`config.mk`:
```
export PLATFORM = sky130hd
export DESIGN_NAME = pool2x2_scheduler_flat
export DESIGN_NICKNAME = d
export VERILOG_FILES = /design/src/rtl/pool2x2_scheduler_pkg.sv /design/src/rtl/pool2x2_scheduler_if.sv /design/src/rtl/pool2x2_scheduler_avg.sv /design/src/rtl/pool2x2_scheduler.sv /design/src/flat_wrapper.sv
export SDC_FILE = /design/constraint.sdc
export NUM_CORES = 1
export LEC_CHECK = 0
export CAP_MARGIN = 20
export CORE_MARGIN = 2
export CORE_UTILIZATION = 45
export DETAILED_ROUTE_END_ITERATION = 7
export PLACE_DENSITY_LB_ADDON = 0.25
export SLEW_MARGIN = 0
export SYNTH_ARGS = -nofsm -noshare
export SYNTH_HDL_FRONTEND = slang
export SYNTH_HIERARCHICAL = 1
export SYNTH_SLANG_ARGS = --single-unit
```
`constraint.sdc`:
```
create_clock -name clk -period 4.05 [get_ports clk]
set_input_delay 0.6075 -clock clk [delete_from_list [all_inputs] [get_ports clk]]
set_output_delay 0.6075 -clock clk [all_outputs]
set_load 0.02 [all_outputs]
```
`src/rtl/pool2x2_scheduler_pkg.sv`:
```
// Shared types, widths and width helpers for the 2x2 average-pooling scheduler.
package pool_pkg;

  localparam int POOL_DATA_W = 16;
  localparam int POOL_OUT_W  = 14;

  typedef enum logic [2:0] {
    ST_IDLE  = 3'd0,
    ST_F0    = 3'd1,
    ST_F1    = 3'd2,
    ST_F2    = 3'd3,
    ST_F3    = 3'd4,
    ST_DRAIN = 3'd5,
    ST_WRITE = 3'd6,
    ST_DONE  = 3'd7
  } pool_state_t;

  // Input buffer address width for an n x n map.
  function automatic int calc_addr_w(input int n);
    return (n * n > 1) ? $clog2(n * n) : 1;
  endfunction

  // Output buffer address width for the (n/2) x (n/2) pooled map, at least 1.
  function automatic int calc_out_addr_w(input int n);
    int m;
    m = n / 2;
    return (m * m > 1) ? $clog2(m * m) : 1;
  endfunction

endpackage

```
`src/rtl/pool2x2_scheduler_if.sv`:
```
// Buffer-side bus of the pooling scheduler: input-map reads and pooled-map writes.
interface pool2x2_scheduler_if
  import pool_pkg::*;
#(
  parameter int N      = 28,
  parameter int DATA_W = POOL_DATA_W,
  parameter int OUT_W  = POOL_OUT_W
);
  localparam int ADDR_W     = calc_addr_w(N);
  localparam int OUT_ADDR_W = calc_out_addr_w(N);

  logic                     rd_en;
  logic [ADDR_W-1:0]        rd_addr;
  logic signed [DATA_W-1:0] rd_data;
  logic                     wr_en;
  logic                     wr_ready;
  logic [OUT_ADDR_W-1:0]    wr_addr;
  logic [OUT_W-1:0]         wr_data;

  modport master (
    output rd_en, rd_addr, wr_en, wr_addr, wr_data,
    input  rd_data, wr_ready
  );

  modport slave (
    input  rd_en, rd_addr, wr_en, wr_addr, wr_data,
    output rd_data, wr_ready
  );
endinterface

```
`src/rtl/pool2x2_scheduler_avg.sv`:
```
// Combinational 2x2 average: signed four-way sum, floor divide by 4, truncate.
module pool_avg_2x2
  import pool_pkg::*;
#(
  parameter int DATA_W = POOL_DATA_W,
  parameter int OUT_W  = POOL_OUT_W
)(
  input  logic signed [DATA_W-1:0] a,
  input  logic signed [DATA_W-1:0] b,
  input  logic signed [DATA_W-1:0] c,
  input  logic signed [DATA_W-1:0] d,
  output logic        [OUT_W-1:0]  avg
);
  localparam int SUM_W = DATA_W + 2;

  logic signed [SUM_W-1:0] sum;

  // Arithmetic shift floors toward minus infinity; no saturation, high bits drop.
  function automatic logic [OUT_W-1:0] floor_div4_trunc(input logic signed [SUM_W-1:0] s);
    return OUT_W'(s >>> 2);
  endfunction

  // Sum at two extra bits so four full-scale pixels never overflow.
  always_comb begin
    sum = SUM_W'(a) + SUM_W'(b) + SUM_W'(c) + SUM_W'(d);
    avg = floor_div4_trunc(sum);
  end
endmodule

```
`src/rtl/pool2x2_scheduler.sv`:
```
// Stride-2 window sequencer: fetches four pixels per window, pools them and
// writes the result row-major into the output buffer.
module pool2x2_scheduler
  import pool_pkg::*;
#(
  parameter int N      = 28,
  parameter int DATA_W = POOL_DATA_W,
  parameter int OUT_W  = POOL_OUT_W
)(
  input  logic                 clk,
  input  logic                 rst_n,
  input  logic                 start,
  output logic                 busy,
  output logic                 done,
  pool2x2_scheduler_if.master  bus
);
  localparam int M          = N / 2;
  localparam int ADDR_W     = calc_addr_w(N);
  localparam int OUT_ADDR_W = calc_out_addr_w(N);
  localparam int CNT_W      = (M > 1) ? $clog2(M) : 1;

  localparam logic [CNT_W-1:0] C_LAST = CNT_W'(M - 1);

  localparam logic [2:0] S_IDLE  = ST_IDLE;
  localparam logic [2:0] S_F0    = ST_F0;
  localparam logic [2:0] S_F1    = ST_F1;
  localparam logic [2:0] S_F2    = ST_F2;
  localparam logic [2:0] S_F3    = ST_F3;
  localparam logic [2:0] S_DRAIN = ST_DRAIN;
  localparam logic [2:0] S_WRITE = ST_WRITE;
  localparam logic [2:0] S_DONE  = ST_DONE;

  logic [2:0]            state_q;
  logic [CNT_W-1:0]      r_q, c_q, c_nxt;
  logic [ADDR_W-1:0]     row_base_q, rd_addr_q, col_off_nxt;
  logic [OUT_ADDR_W-1:0] wr_addr_q;
  logic                  last_win;

  logic signed [DATA_W-1:0] pix0_p0, pix1_p0, pix2_p0, pix3_p0, pix3_in;
  logic [OUT_W-1:0]         pool_p0;
  logic [OUT_W-1:0]         wr_data_p1;

  assign c_nxt       = c_q + CNT_W'(1);
  assign col_off_nxt = ADDR_W'({c_nxt, 1'b0});
  assign last_win    = (r_q == C_LAST) && (c_q == C_LAST);

  // The fourth pixel arrives during DRAIN, so the pool sees it directly then.
  assign pix3_in = (state_q == S_DRAIN) ? bus.rd_data : pix3_p0;

  pool_avg_2x2 #(.DATA_W(DATA_W), .OUT_W(OUT_W)) u_avg (
    .a   (pix0_p0),
    .b   (pix1_p0),
    .c   (pix2_p0),
    .d   (pix3_in),
    .avg (pool_p0)
  );

  // FSM, window counters and registered read/write addresses.
  always_ff @(posedge clk) begin
    if (!rst_n) begin
      state_q    <= S_IDLE;
      r_q        <= '0;
      c_q        <= '0;
      row_base_q <= '0;
      rd_addr_q  <= '0;
      wr_addr_q  <= '0;
      wr_data_p1 <= '0;
    end else begin
      case (state_q)
        S_IDLE: begin
          if (start) begin
            state_q    <= S_F0;
            r_q        <= '0;
            c_q        <= '0;
            row_base_q <= '0;
            rd_addr_q  <= '0;
            wr_addr_q  <= '0;
          end
        end
        S_F0: begin
          state_q   <= S_F1;
          rd_addr_q <= rd_addr_q + ADDR_W'(1);
        end
        S_F1: begin
          state_q   <= S_F2;
          rd_addr_q <= rd_addr_q + ADDR_W'(N - 1);
        end
        S_F2: begin
          state_q   <= S_F3;
          rd_addr_q <= rd_addr_q + ADDR_W'(1);
        end
        S_F3:    state_q <= S_DRAIN;
        S_DRAIN: begin
          state_q    <= S_WRITE;
          wr_data_p1 <= pool_p0;
        end
        S_WRITE: begin
          if (bus.wr_ready) begin
            if (last_win) begin
              state_q    <= S_DONE;
              r_q        <= '0;
              c_q        <= '0;
              row_base_q <= '0;
              rd_addr_q  <= '0;
              wr_addr_q  <= '0;
            end else begin
              state_q   <= S_F0;
              wr_addr_q <= wr_addr_q + OUT_ADDR_W'(1);
              if (c_q == C_LAST) begin
                c_q        <= '0;
                r_q        <= r_q + CNT_W'(1);
                row_base_q <= row_base_q + ADDR_W'(2 * N);
                rd_addr_q  <= row_base_q + ADDR_W'(2 * N);
              end else begin
                c_q       <= c_nxt;
                rd_addr_q <= row_base_q + col_off_nxt;
              end
            end
          end
        end
        S_DONE:  state_q <= S_IDLE;
        default: state_q <= S_IDLE;
      endcase
    end
  end

  // ---- stage p0: capture each pixel the cycle after its read ----
  always_ff @(posedge clk) begin
    case (state_q)
      S_F1:    pix0_p0 <= bus.rd_data;
      S_F2:    pix1_p0 <= bus.rd_data;
      S_F3:    pix2_p0 <= bus.rd_data;
      S_DRAIN: pix3_p0 <= bus.rd_data;
      default: ;
    endcase
  end

  assign busy        = (state_q != S_IDLE);
  assign done        = (state_q == S_DONE);
  assign bus.rd_en   = (state_q == S_F0) || (state_q == S_F1) ||
                       (state_q == S_F2) || (state_q == S_F3);
  assign bus.rd_addr = rd_addr_q;
  assign bus.wr_en   = (state_q == S_WRITE);
  assign bus.wr_addr = wr_addr_q;
  assign bus.wr_data = wr_data_p1;
endmodule

```
`src/flat_wrapper.sv`:
```
// flat-port wrapper written by rule: the top's interface ports become plain ports
module pool2x2_scheduler_flat import pool_pkg::*;
#(
  parameter int N      = 28,
  parameter int DATA_W = POOL_DATA_W,
  parameter int OUT_W  = POOL_OUT_W
)
  (clk, rst_n, start, busy, done, bus_rd_en, bus_rd_addr, bus_wr_en, bus_wr_addr, bus_wr_data, bus_rd_data, bus_wr_ready);
  pool2x2_scheduler_if #(.N(N), .DATA_W(DATA_W), .OUT_W(OUT_W)) bus_i ();
  input  logic clk;
  input  logic rst_n;
  input  logic start;
  output logic busy;
  output logic done;
  output wire logic [$bits(bus_i.rd_en)-1:0] bus_rd_en;
  output wire logic [$bits(bus_i.rd_addr)-1:0] bus_rd_addr;
  output wire logic [$bits(bus_i.wr_en)-1:0] bus_wr_en;
  output wire logic [$bits(bus_i.wr_addr)-1:0] bus_wr_addr;
  output wire logic [$bits(bus_i.wr_data)-1:0] bus_wr_data;
  input wire logic [$bits(bus_i.rd_data)-1:0] bus_rd_data;
  input wire logic [$bits(bus_i.wr_ready)-1:0] bus_wr_ready;
  assign bus_rd_en = bus_i.rd_en;
  assign bus_rd_addr = bus_i.rd_addr;
  assign bus_wr_en = bus_i.wr_en;
  assign bus_wr_addr = bus_i.wr_addr;
  assign bus_wr_data = bus_i.wr_data;
  assign bus_i.rd_data = bus_rd_data;
  assign bus_i.wr_ready = bus_wr_ready;
  pool2x2_scheduler #(.N(N), .DATA_W(DATA_W), .OUT_W(OUT_W)) u_core (.clk(clk), .rst_n(rst_n), .start(start), .busy(busy), .done(done), .bus(bus_i));
endmodule
```
==> implementation parameters, run 1 <==
Parameter                              Value

Setup path
  Reg2reg path depth ... 13
  Reg2reg end ... u_core/bus.wr_data[11]
  Kind of capture point of the worst setup path ... register
  Critical path's most frequent cell ... sky130_fd_sc_hd__nand2_1
  Largest fanout on the critical path ... 18
  Class of the most critical setup path ... reg2reg
  CP Buf/Inv Count ... 0
  Worst Setup Start Kind ... register
  Data arrival time of the critical path ... 4.02 ns
  Reg-to-reg setup timing slack ... 0.38 ns
  Data required time at the worst endpoint ... 4.40 ns
  Worst reg2reg startpoint ... u_core/state_q[1]
  Cells along the critical path ... or2_2 -> nand2_1 -> nand2_1 -> fa_1 -> nand3b_1 -> fa_1 -> nand2b_1 -> a21oi_2 -> o2111ai_1 -> a32oi_1 -> xor2_1 -> nand2_1 -> a21oi_1
  Worst path top cell family by delay ... simple AND/OR/NAND/NOR gates
  Biggest cell delay along the critical path ... 0.55 ns
  Slowest stage cell, crit path ... sky130_fd_sc_hd__fa_1

Drt
  DRC violation count after routing ... 0
  Number of iterations in the first detailed-routing pass ... 5
  Average routed wire per standard cell ... 14.7 µm
  Vias after detailed routing ... 4956
  Routed length on met3 ... 570 µm
  Antenna Nets Post-Route ... 0
  Highest metal layer used by the detailed router ... met4
  Routed wire length ... 13900 µm
  Number of violations reported at the end of detailed-routing iteration 0 ... 393
  Met2 Routed Length ... 6400 µm
  Via density ... 5.25
  Routed length on met1 ... 6600 µm

Clock network
  Sink count of the clock tree ... 114
  Clock input transition at the sequential cells of the worst setup and hold paths ... 0.05 ns
  Clock Tree Root ... sky130_fd_sc_hd__clkbuf_16
  Number of buffers created by CTS ... 17
  # hold bufs at CTS ... 0
  CTS H-tree depth ... 4
  Worst-case clock buffer depth ... 2
  Buffers inserted by post-CTS timing repair ... 0
  Later-pin clock latency in the skew report ... 0.42 ns
  Clock tree from TritonCTS ... done
  Resized Gates After CTS ... 0

Power and ir drop
  Power density over the cells ... 600 nW/µm²
  Overall power ... 0.00461 W
  Static leakage ... 3.19 nW
  IR Drop Worst-Case VDD ... 0.303 mV

Die
  Total die area ... 15100 µm²
  Boundary pin count ... 56
  Core Footprint ... 13900 µm²
  Row count ... 43
  X dimension of the die ... 123 µm
  Initial Util ... 45.9%
  Floorplan die height ... 123 µm

Global route
  Pin count of the biggest net entering global routing ... 25
  Gr usage total ... 19.8%
  Number of antenna violations at the first check in global routing ... 0
  Number of global-route vias before repair ... 4902
  Leftover overflow at the end of global routing ... 0
  Wire length of the first global-routing pass ... 23100 µm

STA
  Final cycle utilization of the critical path ... 90.6%
  Hold WS ... 0.445 ns
  Number of max-slew violations in the final report ... 0
  Rel. slew slack ... 31.0%
  Setup violators final ... 0
  Period minus WS final ... 3.67 ns
  Clock Skews ... 0.00569 ns
  Final count of hold timing violations ... 0
  Maximum frequency from static timing analysis ... 0.272 GHz
  Measured slew at the worst slew-check pin ... 1.03 ns
  RSZ-0062 raised after global routing ... false
  Setup tns final ... 0 ns

Outcome
  Status ... finished, final reports clean

Logic synthesis
  Number of enable-type register cells in the synthesized netlist ... 48
  Sequential share of the synthesized area ... 43.3%
  Mapped Avg Cell Area ... 9.23 µm²
  Share of synthesized flip-flops with an asynchronous set or reset ... 0%
  Post-synth design cell area ... 6370 µm²
  Number of unique standard cell types used by synthesis ... 62
  Post-synthesis cell count ... 691
  Ys flop type ... sky130_fd_sc_hd__dfxtp_1
  Nets in the synthesized netlist ... 768
  Ys Warns ... 6
  Yosys reg bits ... 114

Run
  Max-capacitance violation count ... 0

Placed design
  Placer Congestion ... 0.871
  Cell area after placement ... 7140 µm²
  Cell count after placement ... 912
  DPL Wire Length ... 9970 µm
  # port buffers ... 55

Layout
  # fillers ... 1261
  Fin cells ... 944
  Layout overhead on the synthesized area ... 20.5%
  Antenna cell count ... 0
  Final design instance area without fill ... 7680 µm²
  Share of post-route cells with drive strength above 1 ... 6.94%
  Final nets ... 828

Worst hold path
  Min-Delay Endpoint ... u_core/pix3_p0[14]
  Classification of the worst-slack hold path ... reg2reg
  Worst hold stages ... 2
  Start point of the worst hold path ... u_core/pix3_p0[14]
==> stage by stage <==
stage                     util (%)  setup WS (ns)
after CTS                     55.4          0.436
after detailed placement      51.4          0.411
after floorplan                  -          0.629
after global placement        51.4          0.536
after global routing          55.4          0.140
final                         55.4          0.379
==> worst max path at each step <==
stage	endpoint	cells past startpoint	from
2_1_floorplan	u_core/bus.wr_data[11]	16	u_core/state_q[0]
3_3_place_gp	u_core/bus.wr_data[11]	13	bus_rd_data[1]
3_5_place_dp	u_core/bus.wr_data[11]	13	bus_rd_data[1]
4_1_cts	u_core/bus.wr_data[11]	13	u_core/state_q[1]
5_1_grt	u_core/bus.wr_data[11]	13	u_core/state_q[1]
6_report	u_core/bus.wr_data[11]	13	u_core/state_q[1]
==> per-layer routing <==
layer | up-vias | GRT usage (%)
met5 | - | 0
met4 | 0 | 8.17
met3 | 21 | 4.34
met2 | 118 | 31.6
met1 | 2381 | 26.1
li1 | 2436 | -
==> cell families after synthesis <==
group	after synthesis	share of synthesized area, %
buf+inv	121	7.16
other cells	1	0.0588
xor+xnor	34	4.67
compound gates	132	13.2
simple gates	230	16.4
flops	114	43.3
fa+ha+maj	57	14.8
mux	2	0.334
==> area by class of cell <==
class | count | area, µm² | share of cell area [%]
Clock buffer | 17 | 425 | 5.54
Clock inverter | 15 | 120 | 1.56
Inverter | 99 | 372 | 4.84
Multi-Input combinational cell | 456 | 3170 | 41.2
Sequential cell | 114 | 2760 | 35.9
Tap cell | 180 | 225 | 2.93
Timing Repair Buffer | 63 | 611 | 7.95
==> worst reg2reg max path, stage by stage (launching register included) <==
cell and delay (ns):
sky130_fd_sc_hd__dfxtp_1 0.46, sky130_fd_sc_hd__or2_2 0.54, sky130_fd_sc_hd__nand2_1 0.13, sky130_fd_sc_hd__nand2_1 0.10, sky130_fd_sc_hd__fa_1 0.55, sky130_fd_sc_hd__nand3b_1 0.16
sky130_fd_sc_hd__fa_1 0.45, sky130_fd_sc_hd__nand2b_1 0.20, sky130_fd_sc_hd__a21oi_2 0.15, sky130_fd_sc_hd__o2111ai_1 0.23, sky130_fd_sc_hd__a32oi_1 0.27, sky130_fd_sc_hd__xor2_1 0.16
sky130_fd_sc_hd__nand2_1 0.07, sky130_fd_sc_hd__a21oi_1 0.12
==> cell usage in the layout (no fill, tap or decap), drive strengths merged, types with 3 or more instances in the layout <==
master         count
a21o              10
a21oi             47
a22oi              4
a31oi              7
and3               7
buf                8
clkbuf            17
clkdlybuf4s50     55
clkinv            11
clkinvlp           5
dfxtp             66
edfxtp            48
fa                31
ha                26
inv               97
nand2            115
nand2b             6
nand3             15
nand4              5
nor2              40
nor2b              5
nor3              11
o2111ai            4
o211ai             3
o21ai             33
o22ai              4
or3                8
or4                4
xnor2             20
xor2              14
==> synth_stat cells (2+ instances only) <==
cell type,count,area [µm²]
sky130_fd_sc_hd__clkinv_1,2,7.51
sky130_fd_sc_hd__nor3_1,11,55.1
sky130_fd_sc_hd__a22oi_1,4,30.0
sky130_fd_sc_hd__a311o_1,2,20.0
sky130_fd_sc_hd__edfxtp_1,48,1440
sky130_fd_sc_hd__xnor2_1,20,175
sky130_fd_sc_hd__nand4b_1,2,17.5
sky130_fd_sc_hd__nand2_1,115,432
sky130_fd_sc_hd__a31oi_1,7,43.8
sky130_fd_sc_hd__or2_2,2,12.5
sky130_fd_sc_hd__or4_1,4,30.0
sky130_fd_sc_hd__xor2_1,14,123
sky130_fd_sc_hd__o211ai_1,3,22.5
sky130_fd_sc_hd__o22ai_1,3,18.8
sky130_fd_sc_hd__a221oi_1,2,17.5
sky130_fd_sc_hd__inv_1,97,364
sky130_fd_sc_hd__and3_1,7,43.8
sky130_fd_sc_hd__nand3_1,15,75.1
sky130_fd_sc_hd__clkbuf_1,20,75.1
sky130_fd_sc_hd__clkbuf_2,2,10.0
sky130_fd_sc_hd__a21oi_2,2,17.5
sky130_fd_sc_hd__ha_1,26,325
sky130_fd_sc_hd__or3_1,8,50.1
sky130_fd_sc_hd__nor2_1,40,150
sky130_fd_sc_hd__o2111ai_1,3,26.3
sky130_fd_sc_hd__nor4_1,2,12.5
sky130_fd_sc_hd__nand2b_1,6,37.5
sky130_fd_sc_hd__and2_1,2,12.5
sky130_fd_sc_hd__a2bb2oi_1,2,17.5
sky130_fd_sc_hd__o21ba_2,2,20.0
sky130_fd_sc_hd__a21o_1,8,60.1
sky130_fd_sc_hd__nand3b_1,2,15.0
sky130_fd_sc_hd__a21oi_1,45,225
sky130_fd_sc_hd__fa_1,31,621
sky130_fd_sc_hd__nand4_1,5,31.3
sky130_fd_sc_hd__nor2b_1,5,31.3
sky130_fd_sc_hd__dfxtp_1,66,1320
sky130_fd_sc_hd__o21ai_0,32,160
==> registers in the layout, indices dropped and copies added, names as in the netlist <==
| signal | count |
|---|---|
| u_core/pix0_p0 | 16 |
| u_core/bus.rd_addr | 10 |
| u_core/pix3_p0 | 16 |
| u_core/bus.wr_data | 14 |
| u_core/bus.wr_addr | 8 |
| u_core/r_q | 4 |
| u_core/pix1_p0 | 16 |
| u_core/c_q | 4 |
| u_core/pix2_p0 | 16 |
| u_core/state_q | 3 |
| u_core/row_base_q | 7 |
==> where the power goes <==
| part | internal (W) | total (W) | switching (W) |
|---|---|---|---|
| clock network | 0.000831 | 0.00136 | 0.000527 |
| logic | 0.000784 | 0.00187 | 0.00109 |
| registers | 0.00133 | 0.00138 | 0.0000494 |
Power figures use the tool's default switching activity.
==> inputs of run 2 (changes only) <==
--- a/config.mk
+++ b/config.mk
@@ -6,8 +6,7 @@
 export NUM_CORES = 1
 export LEC_CHECK = 0
 export CAP_MARGIN = 20
-export CORE_MARGIN = 2
-export CORE_UTILIZATION = 45
+export CORE_UTILIZATION = 58
 export DETAILED_ROUTE_END_ITERATION = 7
 export PLACE_DENSITY_LB_ADDON = 0.25
 export SLEW_MARGIN = 0
==> run 2 against run 1 <==
Sequential share of layout area about the same. Routed wire length grew 2.3%. Clock-buffer cell count is 2 higher. Critical path depth increased by 1. Flip-flop and latch count is the same. Core utilization increased by 18 points. Final cell count is 4.7% lower. Largest power group unchanged.
==> implementation parameters, run 2 (synthesis results as in run 1) <==
Parameter                              Value

STA
  Rel. slew slack ... 34.3% (was 31.0%)
  RSZ-0062 raised after global routing ... false (unchanged)
  Measured slew at the worst slew-check pin ... 0.984 ns (was 1.03 ns)
  Final count of hold timing violations ... 0 (unchanged)
  Setup violators final ... 0 (unchanged)
  Clock Skews ... 0.00901 ns (was 0.00569 ns)
  Maximum frequency from static timing analysis ... 0.286 GHz (was 0.272 GHz)
  Number of max-slew violations in the final report ... 0 (unchanged)
  Period minus WS final ... 3.49 ns (was 3.67 ns)
  Setup tns final ... 0 ns (unchanged)
  Hold WS ... 0.446 ns (was 0.445 ns)
  Final cycle utilization of the critical path ... 86.2% (was 90.6%)

Die
  Total die area ... 11400 µm² (was 15100 µm²)
  Initial Util ... 60.7% (was 45.9%)
  Row count ... 37 (was 43)
  X dimension of the die ... 107 µm (was 123 µm)
  Core Footprint ... 10500 µm² (was 13900 µm²)
  Boundary pin count ... 56 (unchanged)
  Floorplan die height ... 107 µm (was 123 µm)

Worst hold path
  Worst hold stages ... 2 (unchanged)
  Classification of the worst-slack hold path ... reg2reg (unchanged)
  Min-Delay Endpoint ... u_core/pix3_p0[2] (was u_core/pix3_p0[14])
  Start point of the worst hold path ... u_core/pix3_p0[2] (was u_core/pix3_p0[14])

Setup path
  Biggest cell delay along the critical path ... 0.53 ns (was 0.55 ns)
  Largest fanout on the critical path ... 19 (was 18)
  CP Buf/Inv Count ... 3 (was 0)
  Kind of capture point of the worst setup path ... register (unchanged)
  Worst path top cell family by delay ... compound AO/OA/AOI/OAI gates (was simple AND/OR/NAND/NOR gates)
  Data required time at the worst endpoint ... 4.43 ns (was 4.40 ns)
  Critical path's most frequent cell ... sky130_fd_sc_hd__nand2_1 (unchanged)
  Reg2reg path depth ... 14 (was 13)
  Data arrival time of the critical path ... 3.88 ns (was 4.02 ns)
  Class of the most critical setup path ... reg2reg (unchanged)
  Cells along the critical path ... or2_2 -> buf_4 -> nand2_1 -> nand2_1 -> inv_1 -> fa_1 -> inv_1 -> ha_1 -> a21o_1 -> o21ai_0 -> nor2_1 -> a311o_1 -> nand2_1 -> a21oi_1 (was or2_2 -> nand2_1 -> nand2_1 -> fa_1 -> nand3b_1 -> fa_1 -> nand2b_1 -> a21oi_2 -> o2111ai_1 -> a32oi_1 -> xor2_1 -> nand2_1 -> a21oi_1)
  Worst Setup Start Kind ... register (unchanged)
  Slowest stage cell, crit path ... sky130_fd_sc_hd__fa_1 (unchanged)
  Worst reg2reg startpoint ... u_core/state_q[1] (unchanged)
  Reg2reg end ... u_core/bus.wr_data[12] (was u_core/bus.wr_data[11])
  Reg-to-reg setup timing slack ... 0.56 ns (was 0.38 ns)

Drt
  Number of iterations in the first detailed-routing pass ... 6 (was 5)
  DRC violation count after routing ... 0 (unchanged)
  Antenna Nets Post-Route ... 0 (unchanged)
  Vias after detailed routing ... 5169 (was 4956)
  Average routed wire per standard cell ... 15.8 µm (was 14.7 µm)
  Via density ... 5.74 (was 5.25)
  Number of violations reported at the end of detailed-routing iteration 0 ... 484 (was 393)
  Routed wire length ... 14200 µm (was 13900 µm)

Power and ir drop
  Power density over the cells ... 618 nW/µm² (was 600 nW/µm²)
  Combinational power share ... 39.9% (was 40.6%)
  IR Drop Worst-Case VDD ... 0.370 mV (was 0.303 mV)
  Static leakage ... 3.22 nW (was 3.19 nW)
  Clock group share of total power ... 31.1% (was 29.5%)
  Internal portion of total power ... 0.00307 W (was 0.00294 W)
  Switching pwr ... 0.00168 W (was 0.00167 W)
  Fraction of power spent switching nets ... 35.4% (was 36.2%)
  Seq pwr share ... 29.0% (was 29.9%)
  Overall power ... 0.00475 W (was 0.00461 W)

Clock network
  Buffers inserted by post-CTS timing repair ... 0 (unchanged)
  Clock input transition at the sequential cells of the worst setup and hold paths ... 0.06 ns (was 0.05 ns)
  Number of buffers created by CTS ... 17 (unchanged)
  Later-pin clock latency in the skew report ... 0.52 ns (was 0.42 ns)
  Worst-case clock buffer depth ... 2 (unchanged)
  CTS H-tree depth ... 4 (unchanged)
  Clock Tree Root ... sky130_fd_sc_hd__clkbuf_8 (was sky130_fd_sc_hd__clkbuf_16)
  Sink count of the clock tree ... 114 (unchanged)
  Resized Gates After CTS ... 0 (unchanged)
  # hold bufs at CTS ... 0 (unchanged)
  Clock tree from TritonCTS ... done (unchanged)

Layout
  Layout overhead on the synthesized area ... 20.4% (was 20.5%)
  Final nets ... 828 (unchanged)
  Share of post-route cells with drive strength above 1 ... 7.20% (was 6.94%)
  Antenna cell count ... 0 (unchanged)
  # fillers ... 776 (was 1261)
  Commonest non-fill, non-tap cells in the layout ... 115 x sky130_fd_sc_hd__nand2_1, 97 x sky130_fd_sc_hd__inv_1, 66 x sky130_fd_sc_hd__dfxtp_1, 55 x sky130_fd_sc_hd__clkdlybuf4s50_1, 48 x sky130_fd_sc_hd__edfxtp_1 (unchanged)
  Final design instance area without fill ... 7680 µm² (about the same)
  Most common library cell in the layout ignoring fill and taps ... sky130_fd_sc_hd__nand2_1 (unchanged)

Placed design
  Placer Congestion ... 0.965 (was 0.871)
  Cell area after placement ... 7080 µm² (was 7140 µm²)
  # port buffers ... 55 (unchanged)
  DPL Wire Length ... 9680 µm (was 9970 µm)

Global route
  Global Route met3 Usage ... 5.59% (was 4.34%)
  Routing layer with the top usage in global route ... met2 (unchanged)
  Pin count of the biggest net entering global routing ... 31 (was 25)
  Number of antenna violations at the first check in global routing ... 0 (unchanged)
  Leftover overflow at the end of global routing ... 0 (unchanged)
  Global routing usage on met1 ... 35.4% (was 26.1%)
  Number of global-route vias before repair ... 5172 (was 4902)
  Gr usage total ... 27.2% (was 19.8%)
  Wire length of the first global-routing pass ... 24000 µm (was 23100 µm)
  Met2 GRT Util ... 45.5% (was 31.6%)

Run
  Max-capacitance violation count ... 0 (unchanged)

Outcome
  Status ... finished, final reports clean (unchanged)
[run 2: changes by cell type in the layout (fill, tap and decap cells not counted)]
cell and change:
sky130_fd_sc_hd__clkbuf_1 +1, sky130_fd_sc_hd__bufinv_16 +2, sky130_fd_sc_hd__clkbuf_8 +2, sky130_fd_sc_hd__clkinv_1 -3, sky130_fd_sc_hd__clkbuf_16 -1, sky130_fd_sc_hd__clkinvlp_4 -1
[run 2: how the worst max path moves through the flow]
stage,startpoint,slack [ns],endpoint,cells past startpoint
3_5_place_dp,bus_rd_data[1],0.43,u_core/bus.wr_data[13],13
2_1_floorplan,u_core/state_q[0],0.63,u_core/bus.wr_data[11],16
4_1_cts,u_core/state_q[1],0.59,u_core/bus.wr_data[12],15
3_3_place_gp,bus_rd_data[1],0.56,u_core/bus.wr_data[11],13
6_report,u_core/state_q[1],0.56,u_core/bus.wr_data[12],14
5_1_grt,u_core/state_q[0],0.29,u_core/bus.wr_data[12],16
[run 2: per-layer routing]
layer / vias up / share of wire (%)
li1: 2444 / -
met5: - / 0
met2: 203 / 48
met1: 2498 / 44
met3: 24 / 6.1
met4: 0 / 1.3
[run 2: power by group through the flow]
stage,Combinational [W],Clock [W],Sequential [W]
final,0.00189,0.00148,0.00138
after global routing,0.00214,0.00155,0.00139
after CTS,0.00187,0.00149,0.00138
after detailed placement,0.00184,0,0.00140
after global placement,0.00178,0,0.00139
after floorplan,0.00145,0,0.00140
[run 2: per-stage QoR]
step	std cells	worst slack [ns]	util, %
after floorplan	691	0.629	-
after global placement	868	0.557	67.4
after detailed placement	868	0.430	67.4
after CTS	900	0.591	73.1
after global routing	900	0.293	73.1
final	900	0.558	73.1
[run 2: worst register-to-register path, stage by stage (launching register included)]
cell	delay, ns
sky130_fd_sc_hd__dfxtp_1	0.39
sky130_fd_sc_hd__or2_2	0.29
sky130_fd_sc_hd__buf_4	0.30
sky130_fd_sc_hd__nand2_1	0.11
sky130_fd_sc_hd__nand2_1	0.12
sky130_fd_sc_hd__inv_1	0.07
sky130_fd_sc_hd__fa_1	0.53
sky130_fd_sc_hd__inv_1	0.04
sky130_fd_sc_hd__ha_1	0.35
sky130_fd_sc_hd__a21o_1	0.24
sky130_fd_sc_hd__o21ai_0	0.31
sky130_fd_sc_hd__nor2_1	0.11
sky130_fd_sc_hd__a311o_1	0.36
sky130_fd_sc_hd__nand2_1	0.07
sky130_fd_sc_hd__a21oi_1	0.07
[run 2: final cells by class]
class                      instances  area, µm²  share of cell area [%]
inverter                          99        372                    4.84
sequential                       114       2760                    36.0
multi-input combinational        456       3170                    41.3
timing repair buffer              63        611                    7.95
clock buffer                      19        432                    5.62
tap                              136        170                    2.22
clock inverter                    13        161                    2.10
